<file path="config.mk">
export PLATFORM = sky130hd
export DESIGN_NAME = spmv_csr_sequencer
export DESIGN_NICKNAME = d
export VERILOG_FILES = /design/src/rtl/spmv_csr_sequencer.sv
export SDC_FILE = /design/constraint.sdc
export NUM_CORES = 1
export LEC_CHECK = 0
export ABC_CLOCK_PERIOD_IN_PS = 7100
export CORE_UTILIZATION = 45
export CTS_CLUSTER_DIAMETER = 100
export DETAILED_ROUTE_END_ITERATION = 6
export PLACE_DENSITY = 0.73
export SETUP_SLACK_MARGIN = 0.05
export SLEW_MARGIN = 10
export SYNTH_ARGS = -nofsm -noshare
export SYNTH_HDL_FRONTEND = slang
export SYNTH_SLANG_ARGS = --single-unit
</file>
<file path="constraint.sdc">
create_clock -name i_clk -period 7.1 [get_ports i_clk]
set_input_delay 1.42 -clock i_clk [delete_from_list [all_inputs] [get_ports i_clk]]
set_output_delay 1.42 -clock i_clk [all_outputs]
set_load 0.02 [all_outputs]
</file>
<file path="src/rtl/spmv_csr_sequencer.sv">
// spmv_csr_sequencer: walks one CSR sparse matrix from memory and
// streams (A value, x[col]) pairs with an element index to SpMV_core.
module spmv_csr_sequencer #(
  parameter int N_ROWS   = 16,
  parameter int ADDR_W   = 10,
  parameter int PTR_BASE = 0,
  parameter int COL_BASE = 32,
  parameter int VAL_BASE = 288,
  parameter int X_BASE   = 544
) (
  input  logic                  i_clk,
  input  logic                  i_rstn,
  input  logic                  i_start,
  output logic                  o_busy,
  output logic                  o_done,
  output logic                  o_err,
  output logic                  o_mem_en,
  output logic [ADDR_W-1:0]     o_mem_addr,
  input  logic [15:0]           i_mem_rdata,
  output logic                  o_core_start,
  output logic [15:0]           o_data_A,
  output logic [15:0]           o_data_B,
  output logic [7:0]            o_count,
  output logic [8*(N_ROWS+1)-1:0] o_row_ptr,
  input  logic                  i_core_done
);

  localparam int PW = 8 * (N_ROWS + 1);
  localparam int KW = $clog2(N_ROWS + 2);

  typedef enum logic [3:0] {
    S_IDLE, S_LOAD, S_CHECK, S_FCOL, S_FVAL,
    S_FX, S_ISSUE, S_WAIT, S_DONE
  } state_t;

  state_t        r_state;
  logic [KW-1:0] r_k;
  logic [7:0]    r_e;
  logic [15:0]   r_val;

  logic          w_err;
  logic [7:0]    w_nnz;
  logic [7:0]    w_e1;

  function automatic logic [ADDR_W-1:0] addr_of(
    input int base,
    input int off
  );
    return ADDR_W'(base + off);
  endfunction

  assign w_nnz = o_row_ptr[PW-1 -: 8];
  assign w_e1  = r_e + 8'd1;

  always_comb begin
    w_err = (o_row_ptr[7:0] != 8'd0);
    for (int k = 1; k <= N_ROWS; k++)
      if (o_row_ptr[8*k +: 8] < o_row_ptr[8*(k-1) +: 8])
        w_err = 1'b1;
  end

  always_ff @(posedge i_clk or negedge i_rstn) begin
    if (!i_rstn) begin
      r_state      <= S_IDLE;
      r_k          <= '0;
      r_e          <= '0;
      r_val        <= '0;
      o_busy       <= 1'b0;
      o_done       <= 1'b0;
      o_err        <= 1'b0;
      o_mem_en     <= 1'b0;
      o_mem_addr   <= '0;
      o_core_start <= 1'b0;
      o_data_A     <= '0;
      o_data_B     <= '0;
      o_count      <= '0;
      o_row_ptr    <= '0;
    end else begin
      o_done <= 1'b0;
      case (r_state)
        S_IDLE: begin
          if (i_start) begin
            r_state    <= S_LOAD;
            r_k        <= '0;
            o_busy     <= 1'b1;
            o_err      <= 1'b0;
            o_count    <= '0;
            o_row_ptr  <= '0;
            o_mem_en   <= 1'b1;
            o_mem_addr <= addr_of(PTR_BASE, 0);
          end
        end
        S_LOAD: begin
          // entries arrive in order; shifting from the top lands k at slot k
          if (r_k != '0)
            o_row_ptr <= {i_mem_rdata[7:0], o_row_ptr[PW-1:8]};
          r_k <= r_k + KW'(1);
          if (r_k < KW'(N_ROWS)) begin
            o_mem_en   <= 1'b1;
            o_mem_addr <= addr_of(PTR_BASE, int'(r_k) + 1);
          end else begin
            o_mem_en   <= 1'b0;
            o_mem_addr <= '0;
          end
          if (r_k == KW'(N_ROWS + 1))
            r_state <= S_CHECK;
        end
        S_CHECK: begin
          r_e <= '0;
          if (w_err) begin
            o_err   <= 1'b1;
            o_done  <= 1'b1;
            r_state <= S_DONE;
          end else begin
            o_core_start <= 1'b1;
            if (w_nnz == 8'd0) begin
              r_state <= S_WAIT;
            end else begin
              r_state    <= S_FCOL;
              o_mem_en   <= 1'b1;
              o_mem_addr <= addr_of(COL_BASE, 0);
            end
          end
        end
        S_FCOL: begin
          r_state    <= S_FVAL;
          o_mem_addr <= addr_of(VAL_BASE, int'(r_e));
        end
        S_FVAL: begin
          r_state    <= S_FX;
          o_mem_addr <= addr_of(X_BASE, int'(i_mem_rdata[7:0]));
        end
        S_FX: begin
          r_state    <= S_ISSUE;
          r_val      <= i_mem_rdata;
          o_mem_en   <= 1'b0;
          o_mem_addr <= '0;
        end
        S_ISSUE: begin
          o_data_A <= r_val;
          o_data_B <= i_mem_rdata;
          o_count  <= w_e1;
          r_e      <= w_e1;
          if (w_e1 == w_nnz) begin
            r_state <= S_WAIT;
          end else begin
            r_state    <= S_FCOL;
            o_mem_en   <= 1'b1;
            o_mem_addr <= addr_of(COL_BASE, int'(w_e1));
          end
        end
        S_WAIT: begin
          if (i_core_done) begin
            r_state      <= S_DONE;
            o_done       <= 1'b1;
            o_core_start <= 1'b0;
          end
        end
        S_DONE: begin
          r_state <= S_IDLE;
          o_busy  <= 1'b0;
        end
        default: r_state <= S_IDLE;
      endcase
    end
  end

endmodule

</file>
==> metrics <==
DIE AREA=26720 sq um; Die Height=163.5 microns; Avg Synthesized Cell Area=10.46 sq um; Distinct cells, synth=62; grt total ovfl=0; Synth Instances=1121; leak pwr=6.761 nW; Synth Flop Type=dfrtp_1; minimum clock period=3.550 ns; Max-Cap Viols=0; Setup Viol. Count Final=0; Nets=1453; Worst Setup Path Type=in -> reg; die width=163.5 microns; Hold Path Class=reg -> reg; Syn Nets=1262; vias per std cell=5.658; Synth async-reset ratio=100.0%; register bit total from synthesis=224; TNS Setup=0 ns; power per standard cell area=342.0 nW/um^2; Slew @ Worst Pin=1.170 ns; clk_lat worst skew=0.52 ns; Critical Path Source Type=primary input; GP Congestion=0.8629; drt wl/cell=18.79 microns; share of post-route cells with drive strength above 1=6.165%; CTS sink count=224; Register Area=5605 sq um; Core ar.=25400 sq um; WP data arrival=3.99 ns; outcome=complete, no violations; Crit. End Element=flop; Ys Warns=0; starting density of the core=46.19%; worst hold slack=0.4679 ns; fin cells=1660; first-pass GRT wire length=50.72 mm; n_diodes=0; TritonCTS Buffers=24; crit-path max FO=73; Post-CTS Hold Fix Bufs=0; mapped cell area=11730 sq um; Root Buffer=clkbuf_16; largest net degree at the start of global routing=139; Starting DRT DRC Count=719; Post-CTS Setup Bufs=0; H-tree Lvls=1; number of flops mapped to enable cells by yosys=0; area grow syn2layout=27.52%; post-CTS resize count=0; DP Cell Count=1616; final count of hold timing violations=0; vias in the first global route=9456; total wire length=31.20 mm; register area share after synthesis=47.78%; clk_skew=0.01790 ns; Post-DRT Antenna Nets=0; row count=58; Clk pin slew, worst setup/hold paths=0.06 ns; area of the multi-input gates=5495 sq um; antenna violations before repair=0; Worst slew margin=22.01%; post-DP HPWL=21.73 mm; Final Total Pwr=5.116 mW; # fillers=2141; fin. max-slew vios=0; I/O Pins=211; Max VDD drop=243.8 uV; port bufs=210; fmax=281.7 MHz; Crit path required time=7.54 ns; final worst-path cycle share=50.00%; TritonRoute pass-1 iters=7; Max Root-Sink Buffers=3; unrepaired setup endpoints after global routing=no; CTS tree=built; DR vias=9393; DRC=0; Tot GR Track Use=23.83%
state kept, by name, indices dropped and copies added, names as in the netlist:
register	flops
o_row_ptr	136
o_data_A	16
o_data_B	16
r_val	16
o_mem_addr	10
o_count	8
r_e	8
r_k	5
r_state	4
o_busy	1
o_core_start	1
o_done	1
o_err	1
o_mem_en	1
worst paths after layout:
check	startpoint	to	slack, ns	cells after the start
min	r_val[0]$_DFFE_PN0P_	o_data_A[0]$_DFFE_PN0P_	0.47	2
max reg2reg	o_row_ptr[65]$_DFFE_PN0P_	o_mem_addr[4]$_DFFE_PN0P_	3.68	10
max in group asynchronous	i_rstn	o_count[4]$_DFFE_PN0P_	5.05	2
max	i_start	o_row_ptr[14]$_DFFE_PN0P_	3.55	6
min in group asynchronous	i_rstn	o_row_ptr[25]$_DFFE_PN0P_	0.90	1
min reg2reg	r_val[0]$_DFFE_PN0P_	o_data_A[0]$_DFFE_PN0P_	0.47	2
where the power goes:
part           total, mW  internal (mW)  switching, mW
clock network       1.28          0.774          0.506
registers           1.80           1.54          0.262
logic               2.04          0.827           1.21
total               5.12           3.14           1.98
cell families (layout without fill, tap and decap cells):
| kind of cell | Yosys count | count (layout) | share of synthesized area, % |
|---|---|---|---|
| xor gates and xnor gates | 19 | 19 | 1.419 |
| DFF | 224 | 224 | 47.78 |
| AOI/OAI and AO/OA | 308 | 308 | 20.08 |
| adders and majority gates | 121 | 121 | 12.91 |
| buffers and inverters | 173 | 382 | 5.621 |
| and+or+nand+nor | 251 | 251 | 9.802 |
| muxes | 25 | 25 | 2.389 |
cell type report:
cell class / count / area share, %
Timing Repair Buffer: 217 / 14.52
Inverter: 121 / 3.036
Sequential cell: 224 / 37.47
Multi-Input combinational cell: 724 / 36.73
Tap cell: 330 / 2.760
Clock buffer: 40 / 5.161
Clock inverter: 4 / 0.3178
worst max-delay path, stage by stage:
cell and delay (ns):
clkdlybuf4s50_1 0.48, o21ai_0 0.23, nand2b_1 0.22, a41o_4 0.58, buf_4 0.75, a22o_1 0.26
through the flow:
step           utilization [%]  worst slack (ns)  instance area [sq um]
2_1_floorplan                -             4.162                  11730
3_3_place_gp             55.67             3.120                  14140
3_5_place_dp             55.67             3.058                  14140
4_1_cts                  58.90             3.589                  14960
5_1_grt                  58.90             3.382                  14960
6_report                 58.90             3.550                  14960
Yosys cell counts (9+ instances only):
cell | number | share of area, %
a211oi_1 | 12 | 0.77
a21o_1 | 9 | 0.58
a21oi_1 | 25 | 1.1
a22o_1 | 140 | 10
clkbuf_1 | 42 | 1.3
dfrtp_1 | 224 | 48
ha_1 | 121 | 13
inv_1 | 121 | 3.9
mux2_2 | 24 | 2.3
nand2_1 | 143 | 4.6
nand2b_1 | 13 | 0.69
nand3_1 | 13 | 0.55
nor2_1 | 30 | 0.96
nor3_1 | 12 | 0.51
o21a_1 | 12 | 0.77
o21ai_0 | 53 | 2.3
xnor2_1 | 14 | 1.0
routing by layer:
metal / up-vias / track usage (%) / wire (microns)
li1: 4405 / - / -
met1: 4631 / 32.20 / 13450
met2: 312 / 38.94 / 14770
met3: 45 / 5.383 / 2375
met4: 0 / 5.303 / 599
met5: - / 0 / 0
placed cells by master, fill, tap and decap left out, types with 9 or more instances in the layout:
cell,count
nor2_1,29
o21a_1,12
mux2_2,24
nand2b_1,13
ha_1,121
nor3_1,12
nand3_1,13
a22o_1,140
nand2_1,143
a211oi_1,12
xnor2_1,14
clkbuf_16,25
dfrtp_1,224
clkdlybuf4s50_1,209
a21oi_1,25
clkbuf_8,9
o21ai_0,53
a21o_1,9
inv_1,121
Note: power is estimated with default switching activity, not from simulation.
